[config.mk]
export PLATFORM = sky130hd
export DESIGN_NAME = uart_tx_scheduler
export DESIGN_NICKNAME = d
export VERILOG_FILES = /design/src/rtl/uart_sched_pkg.sv /design/src/rtl/rr_picker.sv /design/src/rtl/uart_tx_scheduler.sv
export SDC_FILE = /design/constraint.sdc
export NUM_CORES = 1
export LEC_CHECK = 0
export ABC_AREA = 1
export ABC_CLOCK_PERIOD_IN_PS = 4600
export BUFFER_PORTS_ARGS = -buffer_cell sky130_fd_sc_hd__buf_4
export CORE_MARGIN = 3
export CORE_UTILIZATION = 49
export DETAILED_ROUTE_END_ITERATION = 10
export MAX_ROUTING_LAYER = met4
export PLACE_DENSITY = 0.86
export RECOVER_POWER = 25
export SLEW_MARGIN = 20
export SYNTH_ARGS = -nofsm -noshare
export SYNTH_HDL_FRONTEND = slang
export SYNTH_SLANG_ARGS = --single-unit
[constraint.sdc]
create_clock -name clk -period 4.6 [get_ports clk]
set_clock_uncertainty 0.1 [all_clocks]
set_input_delay 1.15 -clock clk [delete_from_list [all_inputs] [get_ports clk]]
set_output_delay 1.15 -clock clk [all_outputs]
set_load 0.005 [all_outputs]
[src/rtl/uart_sched_pkg.sv]
// Shared types and helpers for the UART TX scheduler: FSM state encoding,
// byte width and the index-width helper used to size requester indices.
package uart_sched_pkg;

    localparam int BYTE_W = 8;

    typedef enum logic [2:0] {
        IDLE      = 3'd0,
        LAUNCH    = 3'd1,
        WAIT_BUSY = 3'd2,
        WAIT_DONE = 3'd3,
        GAP       = 3'd4
    } state_t;

    // Width of an index into n items; never narrower than one bit.
    function automatic int idx_w(input int n);
        return (n <= 2) ? 1 : $clog2(n);
    endfunction

endpackage

[src/rtl/rr_picker.sv]
// Combinational round-robin picker. The request vector is rotated so that
// the slot after ptr sits at bit 0, the lowest set bit is priority-encoded,
// and the resulting offset is rotated back into a requester index.
module rr_picker
    import uart_sched_pkg::*;
#(
    parameter int NUM_REQ = 4,
    parameter int IDX_W   = idx_w(NUM_REQ)
) (
    input  logic [NUM_REQ-1:0] req,
    input  logic [IDX_W-1:0]   ptr,
    output logic               found,
    output logic [IDX_W-1:0]   winner
);

    localparam logic [IDX_W:0] NUM_EXT = (IDX_W+1)'(NUM_REQ);

    logic [2*NUM_REQ-1:0] reqTwice;
    logic [NUM_REQ-1:0]   rotated;
    logic [IDX_W:0]       startRaw;
    logic [IDX_W:0]       startIdx;
    logic [IDX_W:0]       sumRaw;
    logic [IDX_W-1:0]     offset;

    // Rotate, priority-encode from the bottom, then undo the rotation modulo NUM_REQ.
    always_comb begin
        reqTwice = {req, req};
        startRaw = {1'b0, ptr} + (IDX_W+1)'(1);
        startIdx = (startRaw >= NUM_EXT) ? (startRaw - NUM_EXT) : startRaw;
        rotated  = reqTwice[startIdx +: NUM_REQ];
        offset   = '0;
        for (int i = NUM_REQ - 1; i >= 0; i--) begin
            if (rotated[i]) begin
                offset = IDX_W'(i);
            end
        end
        sumRaw = startIdx + {1'b0, offset};
        winner = IDX_W'((sumRaw >= NUM_EXT) ? (sumRaw - NUM_EXT) : sumRaw);
        found  = |req;
    end

endmodule

[src/rtl/uart_tx_scheduler.sv]
// Round-robin scheduler sharing one UART TX serializer between NUM_REQ byte
// sources. A byte is accepted with a one-cycle ready, launched with a one-cycle
// tx_start, then the block waits out tx_busy and an optional idle gap.
// Build option: define UART_SCHED_BURST_EN to let the current grantee send up
// to MAX_BURST consecutive bytes before round-robin arbitration resumes.
module uart_tx_scheduler
    import uart_sched_pkg::*;
#(
    parameter int NUM_REQ    = 4,
    parameter int GAP_CYCLES = 0,
    parameter int MAX_BURST  = 4
) (
    input  logic                      clk,
    input  logic                      reset,
    input  logic [NUM_REQ-1:0]        req_valid,
    input  logic [BYTE_W*NUM_REQ-1:0] req_data,
    output logic [NUM_REQ-1:0]        req_ready,
    output logic [BYTE_W-1:0]         tx_data,
    output logic                      tx_start,
    input  logic                      tx_busy,
    output logic [idx_w(NUM_REQ)-1:0] grant_id,
    output logic                      active
);

    localparam int               IDX_W     = idx_w(NUM_REQ);
    localparam logic [IDX_W-1:0] PTR_RESET = IDX_W'(NUM_REQ - 1);
    localparam logic [7:0]       GAP_LOAD  = (GAP_CYCLES > 0) ? 8'(GAP_CYCLES - 1) : 8'd0;

    if (NUM_REQ < 2 || NUM_REQ > 8 || GAP_CYCLES < 0 || GAP_CYCLES > 255 ||
        MAX_BURST < 1 || MAX_BURST > 16) begin : gBadParams
        $error("uart_tx_scheduler: parameter out of range");
    end

    state_t            state_q, state_d;
    logic [IDX_W-1:0]  ptr_q, ptr_d;
    logic [IDX_W-1:0]  grantId_q, grantId_d;
    logic [BYTE_W-1:0] txData_q, txData_d;
    logic [7:0]        gapCnt_q, gapCnt_d;
    logic              txStart_q;
    logic              active_q;
    logic              byteDone;
    logic              pickFound;
    logic [IDX_W-1:0]  pickWinner;
`ifdef UART_SCHED_BURST_EN
    localparam logic [4:0] BURST_LAST = 5'(MAX_BURST - 1);
    logic [4:0] burstCnt_q, burstCnt_d;
`endif

    rr_picker #(
        .NUM_REQ(NUM_REQ),
        .IDX_W  (IDX_W)
    ) uPicker (
        .req   (req_valid),
        .ptr   (ptr_q),
        .found (pickFound),
        .winner(pickWinner)
    );

    // Next-state and acceptance logic; req_ready is the only combinational output.
    always_comb begin
        state_d   = state_q;
        ptr_d     = ptr_q;
        grantId_d = grantId_q;
        txData_d  = txData_q;
        gapCnt_d  = gapCnt_q;
        req_ready = '0;
        byteDone  = 1'b0;
`ifdef UART_SCHED_BURST_EN
        burstCnt_d = burstCnt_q;
`endif
        case (state_q)
            IDLE: begin
                if (pickFound) begin
                    req_ready[pickWinner] = 1'b1;
                    txData_d  = req_data[pickWinner*BYTE_W +: BYTE_W];
                    grantId_d = pickWinner;
                    ptr_d     = pickWinner;
                    state_d   = LAUNCH;
`ifdef UART_SCHED_BURST_EN
                    burstCnt_d = '0;
`endif
                end
            end
            LAUNCH: begin
                state_d = WAIT_BUSY;
            end
            WAIT_BUSY: begin
                if (tx_busy) begin
                    state_d = WAIT_DONE;
                end
            end
            WAIT_DONE: begin
                if (!tx_busy) begin
                    if (GAP_CYCLES > 0) begin
                        gapCnt_d = GAP_LOAD;
                        state_d  = GAP;
                    end else begin
                        byteDone = 1'b1;
                    end
                end
            end
            GAP: begin
                if (gapCnt_q == 8'd0) begin
                    byteDone = 1'b1;
                end else begin
                    gapCnt_d = gapCnt_q - 8'd1;
                end
            end
            default: begin
                state_d = IDLE;
            end
        endcase

        if (byteDone) begin
`ifdef UART_SCHED_BURST_EN
            if (req_valid[grantId_q] && (burstCnt_q < BURST_LAST)) begin
                req_ready[grantId_q] = 1'b1;
                txData_d   = req_data[grantId_q*BYTE_W +: BYTE_W];
                burstCnt_d = burstCnt_q + 5'd1;
                state_d    = LAUNCH;
            end else begin
                burstCnt_d = '0;
                state_d    = IDLE;
            end
`else
            state_d = IDLE;
`endif
        end

        if (reset) begin
            req_ready = '0;
        end
    end

    // State, pointer, counters and registered outputs.
    always_ff @(posedge clk) begin
        if (reset) begin
            state_q   <= IDLE;
            ptr_q     <= PTR_RESET;
            grantId_q <= '0;
            txData_q  <= '0;
            gapCnt_q  <= '0;
            txStart_q <= 1'b0;
            active_q  <= 1'b0;
`ifdef UART_SCHED_BURST_EN
            burstCnt_q <= '0;
`endif
        end else begin
            state_q   <= state_d;
            ptr_q     <= ptr_d;
            grantId_q <= grantId_d;
            txData_q  <= txData_d;
            gapCnt_q  <= gapCnt_d;
            txStart_q <= (state_d == LAUNCH);
            active_q  <= (state_d != IDLE);
`ifdef UART_SCHED_BURST_EN
            burstCnt_q <= burstCnt_d;
`endif
        end
    end

    assign tx_data  = txData_q;
    assign tx_start = txStart_q;
    assign grant_id = grantId_q;
    assign active   = active_q;

endmodule

==> results of run 1 <==
cell usage in the layout (no fill, tap or decap), drive strengths merged:
master  count
nand4       3
or3         1
buf        54
nand3b      1
and3        1
a21oi       9
nand2      55
mux2        2
nor4        1
mux2i      14
a31oi       2
o21ai       8
ha          5
clkinv      1
clkbuf      5
dfxtp      25
a21boi      1
nor2       20
nor3        5
inv        25
nand3      29
o21a        1
critical path: stages:
cell and delay, ps:
buf_4 110, inv_1 60, nor2_1 40, nand2_1 80, nand3_1 70, o21ai_1 200, a21boi_0 150, ha_1 310
buf_4 280, nand2_1 130, nor2_1 160, buf_4 120
per-stage QoR:
step,cell area (sq um),utilization [%],cells,power [mW]
after floorplan,1570,-,216,1.15
after global placement,1990,68.7,306,1.33
after detailed placement,1990,68.7,306,1.35
after CTS,2020,69.6,310,1.45
after global routing,2020,69.5,310,1.57
final,2020,69.5,310,1.44
where the power goes:
part	internal (mW)	switching (mW)
registers	0.266	0.0347
logic	0.436	0.607
clock network	0.0340	0.0654
final cells by class:
type                    count  area (sq um)
flip-flops and latches     25           500
repair buffers             55           409
multi-input cells         158           930
clock buffers               4          26.3
fillers                   247           885
inverters                  26          97.6
well taps                  42          52.6
cell families after synthesis:
| logic type | count (synthesis) |
|---|---|
| AOI/OAI and AO/OA | 21 |
| adders and majority gates | 5 |
| buffers and inverters | 33 |
| DFF | 25 |
| muxes | 16 |
| and+or+nand+nor | 116 |
final timing paths:
path	slack, ps	end	startpoint	cells past startpoint
min reg2reg	360	tx_data[2]$_SDFFE_PP0P_	tx_data[2]$_SDFFE_PP0P_	2
max	500	req_ready[3]	req_valid[0]	12
max reg2reg	1930	tx_data[7]$_SDFFE_PP0P_	ptr_q[0]$_SDFFE_PP1P_	8
min	360	tx_data[2]$_SDFFE_PP0P_	tx_data[2]$_SDFFE_PP0P_	2
state kept, by name, summed over array words and instances, names as in the netlist:
register	flops
ptr_q	2
state_q	3
grant_id	2
active	1
tx_data	8
gapCnt_q	8
tx_start	1
layer usage:
metal | vias to the layer above | GRT usage (%) | routed length (microns) | part of all wire, %
li1 | 811 | - | - | -
met1 | 690 | 22.3 | 1560 | 43
met2 | 32 | 35.4 | 1900 | 52
met3 | 4 | 3.96 | 135 | 3.7
met4 | 0 | 5.79 | 44 | 1.2
met5 | - | - | 0 | 0
==> impl_metrics.env, run 1 <==
export IMPL_synth_xor_area_share_pct=0
export IMPL_ys_ff_latch=25
export IMPL_dieArea_sq_mm=0.00392
export IMPL_synth_cell_types=30
export IMPL_route_detailed_drc=0
export IMPL_die_h_microns=62.6
export IMPL_gp_congestion=0.823
export IMPL_vias=1537
export IMPL_clkTransAtPathRegs_ps=130
export IMPL_drt_total_wl_microns=3640
export IMPL_routedWlPerCell_microns=11.7
export IMPL_syn_mean_instance_area_sq_um=7.26
export IMPL_vdd_drop_max_v=0.000419
export IMPL_worstSkewPairLatency_ps=320
export IMPL_row_count=19
export IMPL_gr_usage_all_layers_pct=19.8
export IMPL_hpwlAfterDp_microns=2960
export IMPL_ioPinCount=55
export IMPL_synth_fa_ha_area_share_pct=3.99
export IMPL_synth_warnings=0
export IMPL_post_cts_buffers=0
export IMPL_synth_compound_area_share_pct=7.18
export IMPL_yosys_area_share_simple_pct=37.7
export IMPL_synth_edff_count=0
export IMPL_layout_drive_gt1_share_pct=31.7
export IMPL_setup_tns_ps=0
export IMPL_grt_pass1_vias=1515
export IMPL_n_antenna_cell=0
export IMPL_cts_tree="done"
export IMPL_synth_top_family_by_area="simple AND/OR/NAND/NOR gates"
export IMPL_relSlewSlack_pct=33.5
export IMPL_nNetsFinal=313
export IMPL_syn_num_nets=260
export IMPL_grt_max_degree=18
export IMPL_crit_arrival_ps=2850
export IMPL_cp_start_kind="primary input"
export IMPL_dr_pass1_iters=4
export IMPL_finalHoldViolations=0
export IMPL_synth_area_sq_mm=0.00157
export IMPL_synth_cells=216
export IMPL_post_route_min_period_ps=4100
export IMPL_detail_route_antenna_nets=0
export IMPL_cts_sinks=25
export IMPL_crit_required_ps=3350
export IMPL_rsz0062_at_grt="false"
export IMPL_cts_root_buffer_cell="clkbuf_4"
export IMPL_end_kind="output pin"
export IMPL_seq_area_frac_synth_pct=31.9
export IMPL_grt_first_pass_wirelength_microns=6320
export IMPL_leakage_nw=1.00
export IMPL_yosysTopAreaCellShare_pct=31.9
export IMPL_status="finished, final reports clean"
export IMPL_fmax_mhz=244
export IMPL_synth_top_cell_by_area="dfxtp_1"
export IMPL_core_area_sq_mm=0.00290
export IMPL_async_flop_share_pct=0
export IMPL_worst_slew_pin_slew_ps=994
export IMPL_cts_buffer_depth=2
export IMPL_critical_path_class="primary input to output pin"
export IMPL_numCtsBuffers=3
export IMPL_p_per_area_mw_per_mm2=716
export IMPL_die_width_microns=62.6
export IMPL_ys_top_cells_by_count="nand2_1, dfxtp_1, nand3_1"
export IMPL_setup_viol=0
export IMPL_synth_area_leaders="dfxtp_1, nand2_1, mux2i_1, nand3_1, inv_1"
export IMPL_drtIter0Drc=89
export IMPL_maxSlewViolCount=0
export IMPL_hold_class="flip-flop to flip-flop"
export IMPL_ctsResizeCount=0
export IMPL_htreeDepth=1
export IMPL_setup_ws_ps=497
export IMPL_fin_crit_sh_pct=89.2
export IMPL_synthFlopType="dfxtp_1"
export IMPL_grt_overflow_total=0
export IMPL_area_growth_syn_to_layout_pct=28.5
export IMPL_synth_mux_area_share_pct=10.4
export IMPL_dp_slack_ps=508
export IMPL_io_buffers=54
export IMPL_maxCapViolCount=0
export IMPL_antenna_found_initial=0
export IMPL_synth_most_common_cell="nand2_1"
export IMPL_initial_core_util_pct=54.1
export IMPL_whs_ps=361
export IMPL_viasPerCell=4.96
export IMPL_worst_path_max_fanout=17
export IMPL_hold_buffers=0
Note: power is estimated with default switching activity, not from simulation.
==> run 2: changes to the inputs <==
--- a/config.mk
+++ b/config.mk
@@ -6,13 +6,14 @@
 export NUM_CORES = 1
 export LEC_CHECK = 0
 export ABC_AREA = 1
-export ABC_CLOCK_PERIOD_IN_PS = 4600
+export ABC_CLOCK_PERIOD_IN_PS = 4860
 export BUFFER_PORTS_ARGS = -buffer_cell sky130_fd_sc_hd__buf_4
 export CORE_MARGIN = 3
-export CORE_UTILIZATION = 49
+export CORE_UTILIZATION = 53
+export CTS_BUF_LIST = sky130_fd_sc_hd__clkbuf_16
 export DETAILED_ROUTE_END_ITERATION = 10
 export MAX_ROUTING_LAYER = met4
-export PLACE_DENSITY = 0.86
+export PLACE_DENSITY = 0.91
 export RECOVER_POWER = 25
 export SLEW_MARGIN = 20
 export SYNTH_ARGS = -nofsm -noshare
==> constraint.sdc (replaced) <==
create_clock -name clk -period 4.86 [get_ports clk]
set_clock_uncertainty 0.1 [all_clocks]
set_input_delay 1.215 -clock clk [delete_from_list [all_inputs] [get_ports clk]]
set_output_delay 1.215 -clock clk [all_outputs]
set_load 0.005 [all_outputs]
==> run 2 against run 1 <==
Against the previous run:
- sequential cell count is the same
- sequential share of layout area fell by 0.56 points
- wire length increased by 14%
- non-clock buffer count unchanged
- worst hold slack got worse by 3.5 ps
- critical path depth grew 1
- worst setup slack gained 160 ps
- design area grew 2.3%
- critical endpoint unchanged
- largest cell class unchanged
==> impl_metrics.env, run 2 (same netlist as run 1, synthesis figures left out) <==
export IMPL_nNetsFinal=313
export IMPL_ctsResizeCount=0
export IMPL_critical_path_class="primary input to output pin"
export IMPL_worstSkewPairLatency_ps=260
export IMPL_maxSlewViolCount=0
export IMPL_grt_pass1_vias=1579
export IMPL_cts_root_buffer_cell="clkbuf_16"
export IMPL_cts_tree="done"
export IMPL_hold_buffers=0
export IMPL_crit_arrival_ps=2890
export IMPL_die_width_microns=60.4
export IMPL_drtIter0Drc=66
export IMPL_gp_congestion=0.860
export IMPL_worstPathCellList="buf_4 -> inv_1 -> nor2_1 -> nand2_1 -> nand3_1 -> o21ai_1 -> a21boi_0 -> ha_1 -> inv_1 -> nand3_4 -> nand2_4 -> nor2_1 -> buf_4"
export IMPL_vdd_drop_max_v=0.000730
export IMPL_dieArea_sq_mm=0.00365
export IMPL_viasPerCell=5.38
export IMPL_grt_max_degree=17
export IMPL_place_inst=295
export IMPL_htreeDepth=1
export IMPL_grt_first_pass_wirelength_microns=6600
export IMPL_area_growth_syn_to_layout_pct=31.4
export IMPL_rsz0062_at_grt="false"
export IMPL_leakage_nw=1.03
export IMPL_drt_total_wl_microns=4130
export IMPL_finalHoldViolations=0
export IMPL_layout_drive_gt1_share_pct=32.5
export IMPL_final_cell_mix="buf_4, nand2_1, dfxtp_1"
export IMPL_dr_pass1_iters=4
export IMPL_final_common_cell="buf_4"
export IMPL_detail_route_antenna_nets=0
export IMPL_row_count=19
export IMPL_gr_usage_all_layers_pct=24.5
export IMPL_worst_path_max_fanout=12
export IMPL_status="finished, final reports clean"
export IMPL_core_area_sq_mm=0.00278
export IMPL_numCtsBuffers=3
export IMPL_routedWlPerCell_microns=13.8
export IMPL_route_detailed_drc=0
export IMPL_grt_overflow_total=0
export IMPL_io_buffers=54
export IMPL_final_cells=299
export IMPL_ioPinCount=55
export IMPL_clkTransAtPathRegs_ps=70
export IMPL_post_cts_buffers=0
export IMPL_die_h_microns=60.4
export IMPL_n_antenna_cell=0
export IMPL_end_kind="output pin"
export IMPL_worst_slew_pin_slew_ps=994
export IMPL_cts_sinks=25
export IMPL_relSlewSlack_pct=33.5
export IMPL_max_stage_delay_ps=250
export IMPL_setup_viol=0
export IMPL_hpwlAfterDp_microns=3050
export IMPL_fin_crit_sh_pct=86.5
export IMPL_vias=1609
export IMPL_hold_class="flip-flop to flip-flop"
export IMPL_p_per_area_mw_per_mm2=727
export IMPL_crit_required_ps=3540
export IMPL_cp_start_kind="primary input"
export IMPL_antenna_found_initial=0
export IMPL_post_route_min_period_ps=4210
export IMPL_fmax_mhz=238
export IMPL_power_mw=1.50
export IMPL_setup_tns_ps=0
export IMPL_initial_core_util_pct=56.4
export IMPL_fillCellCount=201
export IMPL_cts_buffer_depth=2
export IMPL_maxCapViolCount=0
export IMPL_crit_slowest_cell="ha_1"
[run 2: metrics by stage]
step | hold WS (ps) | util (%) | cell area [sq um] | setup WS, ps
3_5_place_dp | 344 | 71.2 | 1980 | 672
2_1_floorplan | 334 | - | 1570 | 625
5_1_grt | 381 | 74.1 | 2060 | 460
4_1_cts | 359 | 74.1 | 2060 | 669
6_report | 357 | 74.1 | 2060 | 655
3_3_place_gp | 341 | 71.2 | 1980 | 734
[run 2: final cells by class]
| type | instances | area [sq um] | area share [%] |
|---|---|---|---|
| multi-input cells | 158 | 930 | 45.1 |
| flip-flops and latches | 25 | 500 | 24.3 |
| repair buffers | 55 | 413 | 20.0 |
| inverters | 26 | 97.6 | 4.73 |
| clock buffers | 3 | 75.1 | 3.64 |
| well taps | 31 | 38.8 | 1.88 |
| clock inverters | 1 | 7.51 | 0.364 |
[run 2: worst paths after layout]
check / from / endpoint / slack, ps / cells past startpoint
max: req_valid[0] / req_ready[3] / 650 / 13
min: tx_data[2]$_SDFFE_PP0P_ / tx_data[2]$_SDFFE_PP0P_ / 360 / 2
max reg2reg: ptr_q[0]$_SDFFE_PP1P_ / tx_data[7]$_SDFFE_PP0P_ / 2020 / 8
min reg2reg: tx_data[2]$_SDFFE_PP0P_ / tx_data[2]$_SDFFE_PP0P_ / 360 / 2
[run 2: per-layer routing]
layer  up-vias  track usage (%)  wire [microns]
met5         -                -               0
met4         0             11.5              88
met3         8             2.98             130
met2        36             42.4            2230
met1       751             28.1            1680
li1        814                -               -
[run 2: worst max-delay path, delay by kind of cell]
family / cells / cell delay [ps]
compound gates: 2 / 400
buf+inv: 4 / 430
simple gates: 6 / 590
fa+ha+maj: 1 / 250
[run 2: report_power, final]
group / total, mW / switching, mW / internal [mW]
Sequential: 0.289 / 0.0367 / 0.252
Combinational: 1.02 / 0.603 / 0.416
Clock: 0.190 / 0.0784 / 0.112
Total: 1.50 / 0.719 / 0.780
